===== config.mk =====
export PLATFORM = sky130hd
export DESIGN_NAME = instr_decode_stage
export DESIGN_NICKNAME = d
export VERILOG_FILES = /design/src/rtl/decode_pkg.sv /design/src/rtl/imm_gen.sv /design/src/rtl/instr_decode_stage.sv
export SDC_FILE = /design/constraint.sdc
export NUM_CORES = 1
export LEC_CHECK = 0
export BUFFER_PORTS_ARGS = -buffer_cell sky130_fd_sc_hd__buf_2
export CELL_PAD_IN_SITES_DETAIL_PLACEMENT = 1
export CELL_PAD_IN_SITES_GLOBAL_PLACEMENT = 2
export CORE_ASPECT_RATIO = 1.75
export CORE_MARGIN = 10
export CORE_UTILIZATION = 30
export CTS_CLUSTER_DIAMETER = 100
export DETAILED_ROUTE_END_ITERATION = 16
export PLACE_DENSITY_LB_ADDON = 0.1
export SYNTH_ARGS = -nofsm -noshare
export SYNTH_HDL_FRONTEND = slang
export SYNTH_SLANG_ARGS = --single-unit

===== constraint.sdc =====
create_clock -name clk -period 6.15 [get_ports clk]
set_input_delay 0.3075 -clock clk [delete_from_list [all_inputs] [get_ports clk]]
set_output_delay 0.3075 -clock clk [all_outputs]
set_load 0.005 [all_outputs]

===== src/rtl/decode_pkg.sv =====
// rtl/decode_pkg.sv - RV32I decode encodings and the control bundle type
package decode_pkg;

  localparam logic [6:0] OP_LOAD   = 7'b0000011;
  localparam logic [6:0] OP_STORE  = 7'b0100011;
  localparam logic [6:0] OP_BRANCH = 7'b1100011;
  localparam logic [6:0] OP_JAL    = 7'b1101111;
  localparam logic [6:0] OP_JALR   = 7'b1100111;
  localparam logic [6:0] OP_IMM    = 7'b0010011;
  localparam logic [6:0] OP_OP     = 7'b0110011;
  localparam logic [6:0] OP_LUI    = 7'b0110111;
  localparam logic [6:0] OP_AUIPC  = 7'b0010111;

  localparam logic [6:0] F7_BASE = 7'b0000000;
  localparam logic [6:0] F7_ALT  = 7'b0100000;
  localparam logic [6:0] F7_MULD = 7'b0000001;

  localparam logic [2:0] IMM_I = 3'b000;
  localparam logic [2:0] IMM_S = 3'b001;
  localparam logic [2:0] IMM_B = 3'b010;
  localparam logic [2:0] IMM_J = 3'b011;
  localparam logic [2:0] IMM_U = 3'b100;

  // Base ops reuse funct3 as the low bits; SUB/SRA set bit 3 like instr[30].
  localparam logic [3:0] ALU_ADD  = 4'b0000;
  localparam logic [3:0] ALU_SLL  = 4'b0001;
  localparam logic [3:0] ALU_SLT  = 4'b0010;
  localparam logic [3:0] ALU_SLTU = 4'b0011;
  localparam logic [3:0] ALU_XOR  = 4'b0100;
  localparam logic [3:0] ALU_SRL  = 4'b0101;
  localparam logic [3:0] ALU_OR   = 4'b0110;
  localparam logic [3:0] ALU_AND  = 4'b0111;
  localparam logic [3:0] ALU_SUB  = 4'b1000;
  localparam logic [3:0] ALU_SRA  = 4'b1101;

  localparam logic [1:0] RES_ALU = 2'b00;
  localparam logic [1:0] RES_MEM = 2'b01;
  localparam logic [1:0] RES_PC4 = 2'b10;

  typedef struct packed {
    logic [2:0] imm_src;
    logic [3:0] alu_ctrl;
    logic       alu_src;
    logic       reg_write;
    logic       mem_write;
    logic [1:0] result_src;
    logic       branch;
    logic       jump;
    logic       illegal;
  } ctrl_t;

endpackage


===== src/rtl/imm_gen.sv =====
// rtl/imm_gen.sv - combinational immediate generator, sign-extended from instr[31]
module imm_gen
  import decode_pkg::*;
#(
  parameter int XLEN = 32
) (
  input  logic [31:0]     instr,
  input  logic [2:0]      imm_src,
  output logic [XLEN-1:0] imm
);

  // Built at 64 bits then truncated, so every format (U included) sign-extends for XLEN>32.
  logic [63:0] ext;

  always_comb begin
    ext = '0;
    case (imm_src)
      IMM_I: ext = {{52{instr[31]}}, instr[31:20]};
      IMM_S: ext = {{52{instr[31]}}, instr[31:25], instr[11:7]};
      IMM_B: ext = {{52{instr[31]}}, instr[7], instr[30:25], instr[11:8], 1'b0};
      IMM_J: ext = {{44{instr[31]}}, instr[19:12], instr[20], instr[30:21], 1'b0};
      IMM_U: ext = {{32{instr[31]}}, instr[31:12], 12'b0};
      default: ext = '0;
    endcase
  end

  assign imm = ext[XLEN-1:0];

endmodule


===== src/rtl/instr_decode_stage.sv =====
// rtl/instr_decode_stage.sv - registered RV32I decode stage with valid/ready and flush
// Optional M-extension decode enabled by DECODE_MEXT_EN.
module instr_decode_stage
  import decode_pkg::*;
#(
  parameter int XLEN = 32,
  parameter int AW   = 5
) (
  input  logic            clk,
  input  logic            rst,
  input  logic            flush,
  input  logic            in_valid,
  output logic            in_ready,
  input  logic [31:0]     instr,
  input  logic [XLEN-1:0] pc_in,
  output logic            out_valid,
  input  logic            out_ready,
  output logic [XLEN-1:0] pc_out,
  output logic [AW-1:0]   rd,
  output logic [AW-1:0]   rs1,
  output logic [AW-1:0]   rs2,
  output logic [2:0]      imm_src,
  output logic [XLEN-1:0] imm,
  output logic [3:0]      alu_ctrl,
  output logic            alu_src,
  output logic            reg_write,
  output logic            mem_write,
  output logic [1:0]      result_src,
  output logic            branch,
  output logic            jump,
  output logic            illegal
);

  logic [6:0]      opcode, f7;
  logic [2:0]      f3;
  logic            legal;
  ctrl_t           dec, ctrl_q;
  logic [XLEN-1:0] imm_d, imm_q, pc_q;
  logic [AW-1:0]   rd_q, rs1_q, rs2_q;

  assign opcode = instr[6:0];
  assign f3     = instr[14:12];
  assign f7     = instr[31:25];

  always_comb begin
    dec   = '0;
    legal = 1'b1;
    case (opcode)
      OP_LOAD: begin
        dec.alu_src    = 1'b1;
        dec.reg_write  = 1'b1;
        dec.result_src = RES_MEM;
        legal          = (f3 != 3'b011) && (f3[2:1] != 2'b11);
      end
      OP_STORE: begin
        dec.imm_src   = IMM_S;
        dec.alu_src   = 1'b1;
        dec.mem_write = 1'b1;
        legal         = (f3 <= 3'b010);
      end
      OP_BRANCH: begin
        dec.imm_src  = IMM_B;
        dec.alu_ctrl = {1'b0, f3};
        dec.branch   = 1'b1;
        legal        = (f3[2:1] != 2'b01);
      end
      OP_JAL: begin
        dec.imm_src    = IMM_J;
        dec.jump       = 1'b1;
        dec.reg_write  = 1'b1;
        dec.result_src = RES_PC4;
      end
      OP_JALR: begin
        dec.alu_src    = 1'b1;
        dec.jump       = 1'b1;
        dec.reg_write  = 1'b1;
        dec.result_src = RES_PC4;
        legal          = (f3 == 3'b000);
      end
      OP_IMM: begin
        dec.alu_src   = 1'b1;
        dec.reg_write = 1'b1;
        dec.alu_ctrl  = {1'b0, f3};
        if (f3 == 3'b001 && f7 != F7_BASE) legal = 1'b0;
        if (f3 == 3'b101) begin
          if (f7 == F7_ALT) dec.alu_ctrl = ALU_SRA;
          else if (f7 != F7_BASE) legal = 1'b0;
        end
      end
      OP_OP: begin
        dec.reg_write = 1'b1;
        dec.alu_ctrl  = {1'b0, f3};
        if (f7 == F7_ALT) begin
          if (f3 == 3'b000) dec.alu_ctrl = ALU_SUB;
          else if (f3 == 3'b101) dec.alu_ctrl = ALU_SRA;
          else legal = 1'b0;
        end else if (f7 == F7_MULD) begin
`ifdef DECODE_MEXT_EN
          dec.alu_ctrl = {1'b1, f3};
`else
          legal = 1'b0;
`endif
        end else if (f7 != F7_BASE) begin
          legal = 1'b0;
        end
      end
      OP_LUI, OP_AUIPC: begin
        dec.imm_src   = IMM_U;
        dec.alu_src   = 1'b1;
        dec.reg_write = 1'b1;
      end
      default: legal = 1'b0;
    endcase
    if (!legal) begin
      dec         = '0;
      dec.illegal = 1'b1;
    end
    if (instr[11:7] == 5'd0) dec.reg_write = 1'b0;
  end

  imm_gen #(.XLEN(XLEN)) u_imm_gen (
    .instr  (instr),
    .imm_src(dec.imm_src),
    .imm    (imm_d)
  );

  assign in_ready = !out_valid || out_ready;

  // Flush outranks both capture and hold; the data registers keep stale contents behind out_valid=0.
  always_ff @(posedge clk or posedge rst) begin
    if (rst) begin
      out_valid <= 1'b0;
      ctrl_q    <= '0;
      imm_q     <= '0;
      pc_q      <= '0;
      rd_q      <= '0;
      rs1_q     <= '0;
      rs2_q     <= '0;
    end else if (flush) begin
      out_valid <= 1'b0;
    end else if (in_valid && in_ready) begin
      out_valid <= 1'b1;
      ctrl_q    <= dec;
      imm_q     <= imm_d;
      pc_q      <= pc_in;
      rd_q      <= AW'(instr[11:7]);
      rs1_q     <= AW'(instr[19:15]);
      rs2_q     <= AW'(instr[24:20]);
    end else if (out_ready) begin
      out_valid <= 1'b0;
    end
  end

  assign pc_out     = pc_q;
  assign rd         = rd_q;
  assign rs1        = rs1_q;
  assign rs2        = rs2_q;
  assign imm        = imm_q;
  assign imm_src    = ctrl_q.imm_src;
  assign alu_ctrl   = ctrl_q.alu_ctrl;
  assign alu_src    = ctrl_q.alu_src;
  assign reg_write  = ctrl_q.reg_write;
  assign mem_write  = ctrl_q.mem_write;
  assign result_src = ctrl_q.result_src;
  assign branch     = ctrl_q.branch;
  assign jump       = ctrl_q.jump;
  assign illegal    = ctrl_q.illegal;

endmodule


==> out/results.tsv, run 1 <==
metric	value	unit
diodes	0	
cp-end-kind	flop	
clockPowerShare	36.1	%
rsz0062_at_grt	false	
htreeDepth	3	
holdBufCountCts	0	
yosysTopAreaCell	dfrtp_1	
cts_resized	0	
fp.dieArea	19300	um2
ys_top_cells_by_area	dfrtp_1, nand2_1, o21ai_0	
seqPwrFrac	47.2	%
leakage	2.92	nW
syn_inst	465	
dominantRegCellSynth	dfrtp_1	
final.period_utilization	36.1	%
wl_met1	5330	um
timing.rr.end	alu_ctrl[3]	
cap_violations	0	
max_stage_delay	860	ps
swShare	27.8	%
switching_power	436	uW
gp_congestion	0.790	
finalCriticalPeriod	2220	ps
synth_seq_area_share	56.0	%
crit_arrival	2440	ps
fmax	0.450	GHz
wl_per_cell	18.5	um
tightest_slew	1150	ps
clk_pin_slew_worst_paths	70	ps
drc	0	
clock_latency	340	ps
synth_common_cells	nand2_1, dfrtp_1, o21ai_0, a21oi_1, clkbuf_1	
die_h	176	um
synth_area	4200	um2
yosys.area.top_type_share	56.0	%
ff2ff_path_depth	6	
synth_async_sr_flop_share	100	%
core_area	13800	um2
routed-wl-met3	1230	um
synth_area_per_cell	9.03	um2
wirelength	14600	um
cp_max_fo	114	
yosysWarnings	0	
overflow	0	
r2r_slack	3930	ps
grt_pass1_wl	23400	um
postRouteAntennaNets	0	
post_cts_buffers	0	
synth_enable_flop_cells	0	
p_int	1.13	mW
cts_root_buffer	clkbuf_16	
initial_core_util	30.3	%
dp_hpwl	10800	um
grt_start_max_net_pins	115	
relSlewSlack	23.5	%
cts_buffers	9	
synth_nets	534	
routed.top_layer	met4	
whs	-6.82	ps
finClkSkew	7.46	ps
dp_worst_setup_slack	3790	ps
cp_slowest_cell	buf_4	
share_comb_of_total_power	16.7	%
synth_cell_types	57	
io_buffers	164	
viasPerCell	4.74	
drive_above_1_share	32.5	%
fp-row-count	57	
finalSetupViolCount	0	
r2r_start	out_valid	
ios	165	
timing.final.ws_setup	3930	ps
powerDensity	291	nW/um2
area_growth	28.3	%
clockBufferDepth	2	
clock-sinks	94	
ys_ff_latch	94	
violations	hold timing	
drt_iter0_drc	94	
peakVddDrop	0.000121	V
tns	0	ps
cts_tree	built	
dr.pass1.iters	4	
slew_viol_final	0	
grt_antenna_before_repair	0	
status	complete, but fails checks	
cp.required	6370	ps
grt_pass1_vias	4301	
cp-start-kind	flop	
grt_util_all_layers	15.4	%
path_class	flop to flop	
synth.most_common_cell	nand2_1	
path_cells	nor2b_1 -> inv_1 -> nand3b_1 -> buf_4 -> a2111oi_0 -> a21o_1	
wl_met2	7810	um
hold_viol	9	
dr_total_vias	3744	
hp-class	primary input to async pin	
fp.dieW	109	um
final_nets	678	
## flip-flops by register name, indices dropped and copies added (netlist names)
register	flops
reg_write	1
mem_write	1
branch	1
pc_out	32
rd	5
rs2	5
imm	32
alu_ctrl	4
alu_src	1
out_valid	1
imm_src	3
illegal	1
rs1	5
result_src	2
## power by group through the flow
stage	Clock [mW]	Sequential [mW]	Combinational (mW)
3_5_place_dp	0	0.752	0.273
2_1_floorplan	0	0.753	0.114
3_3_place_gp	0	0.748	0.266
5_1_grt	0.611	0.749	0.303
6_report	0.566	0.739	0.262
4_1_cts	0.587	0.741	0.274
## cell type report
class	count	area [um2]
clock buffer	10	239
fill	1721	8450
sequential	94	2350
clock inverter	5	58.8
tap	177	221
timing repair buffer	167	843
multi-input combinational	334	1660
inverter	3	13.8
## worst max-delay path, delay by kind of cell (launching register included)
| family | cells | cell delay, ps |
|---|---|---|
| AOI/OAI and AO/OA | 2 | 430 |
| and+or+nand+nor | 2 | 340 |
| buffers and inverters | 2 | 950 |
| DFF | 1 | 350 |
## cell usage in the layout, fill, tap and decap left out, types with 2 or more instances in the layout
master / n
nand4_1: 3
o21ai_1: 7
nor2_1: 12
xnor2_1: 2
a21oi_1: 18
o41ai_1: 3
a2bb2oi_1: 5
mux2i_1: 7
o31ai_1: 2
and3b_1: 2
buf_2: 164
nor2b_1: 2
nand2b_1: 2
nand2_1: 202
buf_4: 3
o21ai_0: 26
nand3_1: 3
inv_1: 2
mux2_2: 2
clkbuf_16: 9
nor3b_2: 2
and3_2: 2
dfrtp_1: 94
a31oi_1: 2
clkinvlp_4: 2
## worst max path at each step
| stage | start | to | cells after the start |
|---|---|---|---|
| 2_1_floorplan | rst | alu_ctrl[0] | 1 |
| 3_3_place_gp | instr[2] | imm[11] | 6 |
| 3_5_place_dp | instr[4] | imm[28] | 6 |
| 4_1_cts | out_valid | alu_ctrl[3] | 6 |
| 5_1_grt | out_valid | alu_ctrl[3] | 6 |
| 6_report | out_valid | alu_ctrl[3] | 6 |
## logic make-up (layout without fill, tap and decap cells)
logic type      after synthesis  after routing  share of synthesized area, %
mux                           9              9                          2.21
compound gates               76             76                          11.3
simple gates                247            247                          25.4
buf+inv                      37            185                          4.65
xor+xnor                      2              2                         0.417
flops                        94             94                          56.0
## through the flow
| stage | hold WS (ps) | utilization (%) | total power [mW] | area [um2] | instances |
|---|---|---|---|---|---|
| 6_report | -6.82 | 38.9 | 1.57 | 5380 | 790 |
| 5_1_grt | 24.6 | 38.9 | 1.66 | 5380 | 790 |
| 4_1_cts | 7.43 | 38.9 | 1.60 | 5380 | 790 |
| 3_5_place_dp | 377 | 36.8 | 1.02 | 5090 | 775 |
| 3_3_place_gp | 377 | 36.8 | 1.01 | 5090 | 775 |
| 2_1_floorplan | 374 | - | 0.867 | 4200 | 465 |
## layer usage
metal | up-vias | GRT usage (%)
li1 | 1805 | -
met1 | 1812 | 16.3
met2 | 111 | 27.6
met3 | 16 | 5.33
met4 | 0 | 4.74
met5 | - | 0
Power figures use the tool's default switching activity.
==> run 2: changes to the inputs <==
- CORE_UTILIZATION: 30 -> 25
- clock period: 6.15 -> 1.9 ns (I/O delays scaled with it)
==> run 2 against run 1 <==
  * The flow now finishes without violations
  * Die area rose by 17%
  * Critical path depth did not move
  * Via count rose by 5.5%
  * Setup slack got worse by 3600 ps
  * Register-to-register slack got worse by 3600 ps
  * Global-route usage fell by 1.3 points
  * Largest cell class unchanged
  * Critical path type unchanged
  * Worst hold slack improved by 24 ps
  * Clock-buffer cell count did not move
  * Sequential cell count did not move
==> out/results.tsv, run 2 (same netlist as run 1, synthesis figures left out) <==
metric	value	unit
status	completed	
grt_antenna_before_repair	0	
leakage	3.18	nW
grt_pass1_wl	25400	um
initial_core_util	25.5	%
fp-row-count	62	
powerDensity	861	nW/um2
placed_area	5310	um2
cp_slowest_cell	a2111oi_0	
critPathBufInv	2	
core_area	16400	um2
hold_viol	0	
finish.utilization	36.6	%
overflow	0	
fp.dieArea	22600	um2
clock-sinks	94	
dr_total_vias	3949	
cap_violations	0	
cp.required	2180	ps
cts_resized	0	
final_cell_area	6030	um2
io_buffers	164	
relSlewSlack	33.5	%
clockBufferDepth	2	
finalSetupViolCount	0	
dp_hpwl	11600	um
rsz0062_at_grt	false	
finalCriticalPeriod	1610	ps
final_nets	734	
htreeDepth	3	
clk_pin_slew_worst_paths	70	ps
path_cells	nor2b_1 -> inv_1 -> nand3b_1 -> buf_12 -> a2111oi_0 -> a21o_1	
wl_per_cell	17.7	um
fmax	0.622	GHz
dp_worst_setup_slack	-14.2	ps
final_common_cell	nand2_1	
die_h	191	um
cts_tree	built	
gp_congestion	0.783	
tns	0	ps
timing.final.ws_setup	293	ps
viasPerCell	4.42	
hp-class	primary input to flop	
ios	165	
dr.pass1.iters	4	
crit_family	compound AO/OA/AOI/OAI gates	
grt_util_all_layers	14.1	%
max_stage_delay	490	ps
drt_iter0_drc	91	
wirelength	15800	um
cp-end-kind	flop	
clock_latency	340	ps
power	5.19	mW
fp.dieW	118	um
cp_max_fo	17	
path_class	flop to flop	
postRouteAntennaNets	0	
drc	0	
cp-start-kind	flop	
drive_above_1_share	31.5	%
diodes	0	
tightest_slew	996	ps
final.period_utilization	84.6	%
cts_buffers	9	
grt_pass1_vias	4509	
cts_root_buffer	clkbuf_16	
most-common-layout-cells	nand2_1, buf_2, dfrtp_1	
crit_arrival	1890	ps
slew_viol_final	0	
finClkSkew	9.36	ps
peakVddDrop	0.000393	V
grt_start_max_net_pins	95	
area_growth	43.5	%
[run 2: cell types whose count changed in the layout (fill, tap and decap cells not counted), sizes merged]
| cell | delta |
|---|---|
| inv | -1 |
| buf | +13 |
| dlygate4sd3 | +43 |
| clkinv | +1 |
[run 2: repair_timing]
item,in CTS,in global routing
setup buffers,0,0
hold buffers,43,0
endpoints found under the hold margin,135,0
[run 2: layout make-up]
cell class                 count  area (um2)
fill                        1984       10400
sequential                    94        2350
multi-input combinational    334        1660
timing repair buffer         223        1430
tap                          224         280
clock buffer                  10         229
clock inverter                 5        60.1
inverter                       3        15.0
[run 2: per-stage QoR]
step,cells,hold slack (ps)
finish,893,17.6
global route,893,9.43
CTS,893,0.302
detailed placement,835,290
global placement,835,284
floorplan,465,161
[run 2: worst paths after layout]
check | startpoint | slack (ps) | endpoint | cells past startpoint
max in group asynchronous | rst | 1010 | imm[11] | 4
max | out_valid | 290 | alu_ctrl[3] | 6
min reg2reg | pc_out[30] | 470 | pc_out[30] | 2
min in group asynchronous | rst | 410 | imm_src[0] | 4
max reg2reg | out_valid | 290 | alu_ctrl[3] | 6
min | instr[28] | 20 | imm[8] | 3
[run 2: layer usage]
| metal | wire length [um] | track usage (%) |
|---|---|---|
| met1 | 6160 | 14.6 |
| met2 | 8480 | 26.4 |
| met3 | 995 | 4.82 |
| met4 | 167 | 3.58 |
| met5 | 0 | 0 |
[run 2: report_power, final]
part	switching (mW)	internal (mW)	total, mW	leakage (nW)
Combinational	0.515	0.446	0.961	1.86
Sequential	0.140	2.25	2.39	1.18
Clock	0.820	1.02	1.84	0.139
[run 2: worst min-delay path: cells and delay by family]
kind                   cells  cell delay, ps
AO/OA/AOI/OAI              1              60
buffers and inverters      1             120
AND/OR/NAND/NOR            1              50
==> run 3: changes to the inputs <==
- CORE_UTILIZATION: 25 -> 28
- clock period: 1.9 -> 1.6 ns (I/O delays scaled with it)
==> run 3 against run 2 <==
  * Clock power is 19% higher
  * Routed wire length shrank 3.1%
  * Die area down 9.3%
  * Combinational power grew 23%
  * Utilization up 5.2 points
  * Critical path type unchanged
  * Critical endpoint is now imm_src[1]
  * Largest cell class unchanged
  * Largest power group unchanged
==> out/results.tsv, run 3 (same netlist as run 1, synthesis figures left out) <==
metric	value	unit
status	completed	
fmax	0.666	GHz
leakage	3.28	nW
hold_depth	3	
cp-end-kind	flop	
finClkSkew	7.43	ps
finalCriticalPeriod	1500	ps
grt_antenna_before_repair	0	
finalSetupViolCount	0	
dr.pass1.iters	4	
powerDensity	1000	nW/um2
die_h	182	um
drc	0	
clockBufferDepth	2	
dp_worst_setup_slack	-154	ps
path_cells	nor2b_4 -> nor3b_4 -> clkbuf_16 -> mux2_2	
dp_hpwl	11500	um
peakVddDrop	0.000454	V
finish.utilization	41.8	%
viasPerCell	4.60	
cts_tree	built	
grt_util_all_layers	14.8	%
timing.rr.end	imm_src[1]	
hold_viol	0	
drive_above_1_share	33.0	%
final_cell_area	6180	um2
io_buffers	164	
switching_power	1.74	mW
hp-class	primary input to flop	
r2r_start	out_valid	
htreeDepth	3	
seq_area	2350	um2
gp_congestion	0.778	
tightest_slew	535	ps
wirelength	15300	um
timing.final.ws_setup	98.6	ps
area_growth	47.2	%
max_stage_delay	380	ps
path_class	flop to flop	
core_area	14800	um2
clock_latency	340	ps
initial_core_util	28.4	%
final.period_utilization	93.8	%
crit_family	simple AND/OR/NAND/NOR gates	
cp.required	1820	ps
diodes	0	
wl_per_cell	17.6	um
cp_max_fo	16	
swShare	28.0	%
rsz0062_at_grt	false	
clock-sinks	94	
final_nets	749	
holdPathEnd	rd[3]	
slew_viol_final	0	
whs	17.4	ps
clk_pin_slew_worst_paths	70	ps
cts_buffers	9	
clockPowerShare	35.4	%
fp.dieW	113	um
cp_slowest_cell	dfrtp_1	
multi_input_area	1680	um2
drt_iter0_drc	73	
critPathLaunch	out_valid	
crit_arrival	1720	ps
grt_start_max_net_pins	39	
postRouteAntennaNets	0	
r2r_slack	100	ps
fp-row-count	59	
dr_total_vias	3993	
overflow	0	
fill_cells	1751	
placed_area	5340	um2
fp.dieArea	20500	um2
cts_root_buffer	clkbuf_16	
tns	0	ps
ios	165	
most-common-layout-cells	nand2_1, buf_2, dfrtp_1	
grt_pass1_vias	4529	
share_comb_of_total_power	19.1	%
final_common_cell	nand2_1	
cap_violations	0	
p_int	4.46	mW
relSlewSlack	64.3	%
grt_pass1_wl	24800	um
seqPwrFrac	45.5	%
hold_path_startpoint	instr[10]	
critPathBufInv	1	
ff2ff_path_depth	4	
cp-start-kind	flop	
-- run 3: worst max path at each step --
stage                         end  slack (ps)  cells after the start
global placement      alu_ctrl[3]        -100                      6
finish                 imm_src[1]         100                      4
global route            reg_write          20                      6
detailed placement    alu_ctrl[1]        -150                      7
CTS                   alu_ctrl[3]          10                      6
floorplan           result_src[1]          20                      7
-- run 3: metal layers --
metal	GRT usage, %	up-vias	share of wire [%]
met1	16.3	1916	39
met3	4.98	11	7.2
met4	3.87	0	1.2
li1	-	1952	-
met2	26.3	114	52
met5	0	-	0
-- run 3: power by group through the flow --
stage	Combinational (mW)	Clock, mW	Sequential, mW
3_3_place_gp	1.09	0	2.86
3_5_place_dp	1.11	0	2.87
6_report	1.18	2.19	2.82
2_1_floorplan	0.440	0	2.89
5_1_grt	1.36	2.38	2.87
4_1_cts	1.21	2.28	2.83
-- run 3: cell type report --
type | instances | share of cell area [%]
clock buffer | 10 | 3.71
clock inverter | 6 | 1.11
inverter | 3 | 0.243
multi-input combinational | 334 | 27.2
sequential | 94 | 38.1
tap | 183 | 3.71
timing repair buffer | 238 | 25.9
-- run 3: worst min-delay path, delay by kind of cell --
kind                   cells  cell delay (ps)
buffers and inverters      1               90
and+or+nand+nor            2              150
-- run 3: what timing repair did --
item                       CTS  global route
pin swaps                    0             2
gates resized for setup      1            13
gates cloned                 0             1
setup buffers                0             1
hold endpoints to repair    65             0
hold buffers                47             0
setup endpoints to repair    1            51
-- run 3: metrics by stage --
step | power, mW | std cells
floorplan | 3.33 | 465
global placement | 3.95 | 803
detailed placement | 3.99 | 803
CTS | 6.31 | 866
global route | 6.61 | 868
finish | 6.20 | 868
